## src/rtl/seq_divider_pkg.sv

```systemverilog
`default_nettype none
// ============================================================================
// Module   : seq_divider_pkg
// Purpose  : Shared definitions for the sequential restoring divider:
//            FSM state encodings and the step-counter width helper.
// Ports    : none (package)
// Options  : none here; the top honours SIGNED_DIV_EN.
// Revision : 1.0 - initial release
// ============================================================================
package seq_divider_pkg;

    // Controller states; encodings are fixed so that waveforms and any
    // external state probes stay stable across builds.
    typedef enum logic [1:0] {
        IDLE = 2'b00,
        ITER = 2'b01,
        DONE = 2'b10
    } state_t;

    // Default geometry and the matching step-counter width.
    localparam int DVD_W_DEF = 8;
    localparam int DVS_W_DEF = 7;
    localparam int CNT_W_DEF = $clog2(DVD_W_DEF);

    // Counter width for a given dividend width: the counter runs from
    // DVD_W-1 down to 0, so $clog2(DVD_W) bits always suffice.
    function automatic int cnt_width(input int dvd_w);
        return (dvd_w > 1) ? $clog2(dvd_w) : 1;
    endfunction

endpackage
`default_nettype wire

```

## src/rtl/seq_divider_div_step.sv

```systemverilog
`default_nettype none
// ============================================================================
// Module   : div_step
// Purpose  : One combinational restoring-division step. Shifts {P,Q} left by
//            one, trial-subtracts the divisor from the shifted partial
//            remainder and keeps or restores it depending on the trial sign.
// Ports    : p_i          partial remainder, DVS_W+1 bits
//            q_i          quotient/dividend shift register, DVD_W bits
//            divisor_i    divisor magnitude, DVS_W bits
//            p_o          next partial remainder
//            q_shift_o    upper DVD_W-1 bits of next Q (Q shifted left)
//            trial_neg_o  trial-subtract sign; next Q[0] is its inverse
// Revision : 1.0 - initial release
// ============================================================================
module div_step #(
    parameter int DVD_W = 8,
    parameter int DVS_W = 7
) (
    input  logic [DVS_W:0]   p_i,
    input  logic [DVD_W-1:0] q_i,
    input  logic [DVS_W-1:0] divisor_i,
    output logic [DVS_W:0]   p_o,
    output logic [DVD_W-2:0] q_shift_o,
    output logic             trial_neg_o
);

    logic [DVS_W+1:0] w_p_shift;
    logic [DVS_W+1:0] w_trial;

    // The shifted partial remainder is kept at DVS_W+2 bits so that the
    // subtraction result carries its own sign bit.
    assign w_p_shift   = {p_i, q_i[DVD_W-1]};
    assign w_trial     = w_p_shift - {2'b00, divisor_i};
    assign trial_neg_o = w_trial[DVS_W+1];

    // P stays below the divisor, so the dropped top bit is always zero.
    assign p_o       = trial_neg_o ? w_p_shift[DVS_W:0] : w_trial[DVS_W:0];
    assign q_shift_o = q_i[DVD_W-2:0];

endmodule
`default_nettype wire

```

## src/rtl/seq_divider.sv

```systemverilog
`default_nettype none
// ============================================================================
// Module   : seq_divider
// Purpose  : Sequential restoring divider with built-in controller. One
//            shift/trial-subtract step per clock; registered quotient,
//            remainder and divide-by-zero flag with a one-cycle done pulse.
// Ports    : clk          rising-edge clock
//            reset        synchronous active-high reset
//            start        request, sampled only in IDLE
//            is_signed    two's-complement operands (SIGNED_DIV_EN only)
//            dividend     DVD_W-bit dividend, latched on accepted start
//            divisor      DVS_W-bit divisor, latched on accepted start
//            busy         high in ITER and DONE
//            done         one-cycle completion pulse
//            quotient     registered quotient
//            remainder    registered remainder
//            div_by_zero  registered divide-by-zero flag
// Options  : define SIGNED_DIV_EN to add the is_signed port and signed mode.
// Revision : 1.0 - initial release
// ============================================================================
module seq_divider
    import seq_divider_pkg::*;
#(
    parameter int DVD_W = 8,
    parameter int DVS_W = 7
) (
    input  logic             clk,
    input  logic             reset,
    input  logic             start,
`ifdef SIGNED_DIV_EN
    input  logic             is_signed,
`endif
    input  logic [DVD_W-1:0] dividend,
    input  logic [DVS_W-1:0] divisor,
    output logic             busy,
    output logic             done,
    output logic [DVD_W-1:0] quotient,
    output logic [DVS_W-1:0] remainder,
    output logic             div_by_zero
);

    localparam int CNT_W = cnt_width(DVD_W);

    state_t           state_q;
    logic [DVS_W:0]   p_q;
    logic [DVD_W-1:0] q_q;
    logic [DVS_W-1:0] dvs_q;
    logic [CNT_W-1:0] cnt_q;

    // Operand magnitudes presented to the iteration datapath.
    logic [DVD_W-1:0] dvd_mag;
    logic [DVS_W-1:0] dvs_mag;

    // Step outputs and the final (sign-corrected) results.
    logic [DVS_W:0]   p_d;
    logic [DVD_W-2:0] q_shift;
    logic             trial_neg;
    logic [DVD_W-1:0] q_d;
    logic [DVD_W-1:0] quo_res;
    logic [DVS_W-1:0] rem_res;

`ifdef SIGNED_DIV_EN
    logic neg_quo_q;
    logic neg_rem_q;
    logic dvd_neg;
    logic dvs_neg;

    always_comb begin
        dvd_neg = is_signed & dividend[DVD_W-1];
        dvs_neg = is_signed & divisor[DVS_W-1];
        // Negating the most-negative value yields itself, which read as
        // unsigned is exactly its magnitude, so no extra bit is needed.
        dvd_mag = dvd_neg ? -dividend : dividend;
        dvs_mag = dvs_neg ? -divisor  : divisor;
    end
`else
    assign dvd_mag = dividend;
    assign dvs_mag = divisor;
`endif

    div_step #(
        .DVD_W (DVD_W),
        .DVS_W (DVS_W)
    ) u_div_step (
        .p_i         (p_q),
        .q_i         (q_q),
        .divisor_i   (dvs_q),
        .p_o         (p_d),
        .q_shift_o   (q_shift),
        .trial_neg_o (trial_neg)
    );

    // New quotient bit is set when the trial subtraction did not go negative.
    assign q_d = {q_shift, ~trial_neg};

`ifdef SIGNED_DIV_EN
    // Quotient negated on differing signs; remainder follows the dividend.
    // The most-negative / -1 case wraps naturally to 1 followed by zeros.
    always_comb begin
        quo_res = neg_quo_q ? -q_d : q_d;
        rem_res = neg_rem_q ? -p_d[DVS_W-1:0] : p_d[DVS_W-1:0];
    end
`else
    assign quo_res = q_d;
    assign rem_res = p_d[DVS_W-1:0];
`endif

    always_ff @(posedge clk) begin
        if (reset) begin
            state_q     <= IDLE;
            busy        <= 1'b0;
            done        <= 1'b0;
            quotient    <= '0;
            remainder   <= '0;
            div_by_zero <= 1'b0;
            p_q         <= '0;
            q_q         <= '0;
            dvs_q       <= '0;
            cnt_q       <= '0;
`ifdef SIGNED_DIV_EN
            neg_quo_q   <= 1'b0;
            neg_rem_q   <= 1'b0;
`endif
        end else begin
            done <= 1'b0;
            case (state_q)
                IDLE: begin
                    if (start) begin
                        busy <= 1'b1;
                        if (divisor == '0) begin
                            // Divide by zero skips iteration entirely.
                            state_q     <= DONE;
                            done        <= 1'b1;
                            quotient    <= '1;
                            remainder   <= '0;
                            div_by_zero <= 1'b1;
                        end else begin
                            state_q <= ITER;
                            p_q     <= '0;
                            q_q     <= dvd_mag;
                            dvs_q   <= dvs_mag;
                            cnt_q   <= CNT_W'(DVD_W - 1);
`ifdef SIGNED_DIV_EN
                            neg_quo_q <= dvd_neg ^ dvs_neg;
                            neg_rem_q <= dvd_neg;
`endif
                        end
                    end
                end
                ITER: begin
                    p_q   <= p_d;
                    q_q   <= q_d;
                    cnt_q <= cnt_q - CNT_W'(1);
                    if (cnt_q == '0) begin
                        // Results are captured straight from the last step.
                        state_q     <= DONE;
                        done        <= 1'b1;
                        quotient    <= quo_res;
                        remainder   <= rem_res;
                        div_by_zero <= 1'b0;
                    end
                end
                DONE: begin
                    state_q <= IDLE;
                    busy    <= 1'b0;
                end
                default: begin
                    state_q <= IDLE;
                    busy    <= 1'b0;
                end
            endcase
        end
    end

endmodule
`default_nettype wire
```

## config.mk

```make
export PLATFORM = sky130hd
export DESIGN_NAME = seq_divider
export DESIGN_NICKNAME = d
export VERILOG_FILES = /design/src/rtl/seq_divider_pkg.sv /design/src/rtl/seq_divider_div_step.sv /design/src/rtl/seq_divider.sv
export SDC_FILE = /design/constraint.sdc
export NUM_CORES = 1
export LEC_CHECK = 0
export ABC_AREA = 1
export CAP_MARGIN = 20
export CORE_MARGIN = 5
export CORE_UTILIZATION = 45
export CTS_BUF_LIST = sky130_fd_sc_hd__clkbuf_8 sky130_fd_sc_hd__clkbuf_16
export CTS_CLUSTER_DIAMETER = 200
export DETAILED_ROUTE_END_ITERATION = 8
export PLACE_DENSITY_LB_ADDON = 0.3
export SYNTH_ARGS = -nofsm -noshare
export SYNTH_HDL_FRONTEND = slang
export SYNTH_SLANG_ARGS = --single-unit
```

## constraint.sdc

```tcl
create_clock -name clk -period 1.8 [get_ports clk]
set_input_delay 0.36 -clock clk [delete_from_list [all_inputs] [get_ports clk]]
set_output_delay 0.36 -clock clk [all_outputs]
set_load 0.1 [all_outputs]
```

==> metrics <==
total CTS buffers=5; Initial DRC Count=181; pre-CTS WS=-0.118 ns; Clock power frac=18.7%; core area=5170 µm²; CP arrival=2.12 ns; DRC=0; Peak VDD IR=656 µV; number of global-route vias before repair=2345; synthesis-to-layout area growth=46.9%; Pre-Repair DR Iteration Count=4; WS Path Type=flop to flop; Overall Global Routing Usage=18.7%; Final min period=1.86 ns; number of synthesized flops with an enable pin=0; share of cells above drive strength 1=28.0%; RSZ-0062 raised after global routing=yes; antenna violations before repair=0; DP Area=3090 µm²; worst path buffer plus inverter count=6; Seq/Total Area, Yosys=38.2%; worst min-delay path class=flop to flop; # rows=26; outcome=complete, but fails checks; Synth Area in Adders=5.50%; first-pass GRT wire length=10.7 mm; Worst Path Max Fanout=2; final setup fails=9; Nets=430; Ys Warns=0; slowest CP cell=fa_2; Slew @ Worst Pin=0.587 ns; CTS tree=yes; largest net degree at the start of global routing=28; Clock Pin Slew Worst Setup and Hold Paths=0.09 ns; Post-synth top flop=dfxtp_1; CP Launch Type=flop; initial core utilization=46.6%; max cap viols=0; count of pins over their slew limit=0; f_max=0.536 GHz; vias post-DR=2405; crit-path cells=inv_2, ha_4, inv_2, fa_2, buf_4, buf_4, buf_4, xor2_2, nand3_2, nand3_2, nand2_1, inv_1; worst skew pair latency=0.31 ns; Ant. Diodes=0; IO Port Bufs=35; dominant cell type by count on the critical path=buf_4; cell area after synthesis=2410 µm²; via/cell ratio=5.08; Slew HR=60.8%; wire per inst=13.7 µm; synthesized flop and latch total=46; Final WS setup=-0.0647 ns; drt total wl=6.49 mm; Clock Tree Root=clkbuf_8; Post-Syn Area per Cell=6.91 µm²; GPL Wtd Cong=0.827; htree depth=2; Flop pwr share=35.2%; clock sink count=46; Hold Fails Final Rpt=0; Clock Path Buffers=2; compound-gate portion of the synthesized area=13.2%; Net Switching=1.41 mW; Overflow after GRT=0; dpl hpwl=4.09 mm; Async S/R FF share, synth=0%; simple-gate portion of the synthesized area=28.9%; Sw Share=41.4%; failing checks=setup timing; die width=83.2 µm; Tcrit/Tclk final=104%; Die Span Y=83.2 µm; Int Power=2.00 mW; Ports=36; combinational family with the most area after synthesis=simple AND/OR/NAND/NOR gates; Post-Synth XOR/XNOR Area=1.45%; Synth Net Count=377; PD cells=961 nW/µm²; Final ANT Viol Nets=0; Die Area=6920 µm²; Critical Path RT=2.06 ns; clk_skew=0.00990 ns; post-route cell area=3540 µm²; P_leak=1.65 nW; crit end category=flop; power share of the combinational group=46.1%; synth unique cells=27; CP top delay family=buffers and inverters; post-synthesis mux area share=0%; slowest stage delay, CP=0.34 ns; Mapped Cells=349
==> layer usage <==
layer	vias to the layer above	track usage (%)	wire length, µm
met3	12	4.65	277
met1	1120	22.0	2680
met5	-	0	0
met2	65	32.1	3420
met4	0	8.47	121
li1	1208	-	-
==> power groups by stage <==
stage          Combinational, mW  Sequential, mW  Clock (mW)
4_1_cts                     1.39            1.19       0.642
3_5_place_dp                1.21            1.21           0
3_3_place_gp                1.19            1.21           0
6_report                    1.57            1.20       0.637
2_1_floorplan              0.604            1.41           0
5_1_grt                     1.69            1.21       0.695
==> through the flow <==
step | setup TNS [ns] | utilization, % | instances | hold slack, ns | power [mW]
floorplan | 0 | - | 349 | 0.424 | 2.02
global placement | -0.209 | 59.7 | 459 | 0.430 | 2.40
detailed placement | -1.68 | 59.7 | 459 | 0.438 | 2.43
CTS | 0 | 64.6 | 470 | 0.452 | 3.23
global route | -1.59 | 68.5 | 473 | 0.471 | 3.60
finish | -0.165 | 68.5 | 473 | 0.450 | 3.41
==> path summary, 6_finish.rpt <==
check / startpoint / endpoint / slack (ns) / cells past startpoint
setup reg to reg: q_q[7]$_SDFFE_PP0P_ / p_q[2]$_SDFFE_PP0P_ / -0.06 / 12
hold / removal: q_q[4]$_SDFFE_PP0P_ / q_q[4]$_SDFFE_PP0P_ / 0.45 / 2
hold reg to reg: q_q[4]$_SDFFE_PP0P_ / q_q[4]$_SDFFE_PP0P_ / 0.45 / 2
setup / recovery: q_q[7]$_SDFFE_PP0P_ / p_q[2]$_SDFFE_PP0P_ / -0.06 / 12
==> cell families after synthesis <==
group                      after synthesis
AOI/OAI and AO/OA                       57
xor gates and xnor gates                 4
adders and majority gates               10
buffers and inverters                   68
DFF                                     46
and+or+nand+nor                        164
==> state kept, by name, summed over array words and instances, names as in the netlist <==
| register | cells |
|---|---|
| done | 1 |
| remainder | 7 |
| cnt_q | 3 |
| div_by_zero | 1 |
| q_q | 8 |
| state_q | 2 |
| p_q | 8 |
| quotient | 8 |
| dvs_q | 7 |
| busy | 1 |
==> synthesized netlist by cell type, types with 5 or more instances <==
cell	instances	area share, %
nor2_1	49	7.6
inv_1	53	8.2
dfxtp_1	46	38
nand2_1	66	10
a21oi_1	31	6.4
ha_1	9	4.7
nand3_1	38	7.9
buf_6	5	2.3
o21ai_0	21	4.4
==> final cells by class <==
cell class	instances	area [µm²]
fillers	384	1630
multi-input cells	236	1500
flip-flops and latches	46	926
repair buffers	58	736
inverters	55	206
well taps	70	87.6
clock buffers	5	68.8
clock inverters	3	17.5
==> repair_timing <==
| action | CTS | global route |
|---|---|---|
| setup buffers | 2 | 3 |
| cloned | 1 | 0 |
| setup endpoints to repair | 17 | 17 |
| pin swaps | 11 | 13 |
| gates resized for setup | 31 | 37 |
| hold buffers | 0 | 0 |
==> layout by cell type, fill, tap and decap left out, types with 4 or more instances in the layout <==
cell             count
a21oi_1             27
buf_12              20
buf_4               19
clkbuf_8             5
clkdlybuf4s50_1     17
dfxtp_1             42
dfxtp_2              4
ha_1                 4
ha_4                 4
inv_1               52
inv_2                4
nand2_1             59
nand2_2              5
nand2_4              6
nand3_1             12
nand3_2             23
nand3_4              4
nor2_1              49
o21ai_0             21
==> worst register-to-register path, cell delays in order (launching register included) <==
cell and delay, ns:
dfxtp_2 0.33, inv_2 0.07, ha_4 0.13, inv_2 0.04, fa_2 0.34, buf_4 0.14
buf_4 0.12, buf_4 0.13, xor2_2 0.17, nand3_2 0.12, nand3_2 0.10, nand2_1 0.06
inv_1 0.07
Power figures use the tool's default switching activity.
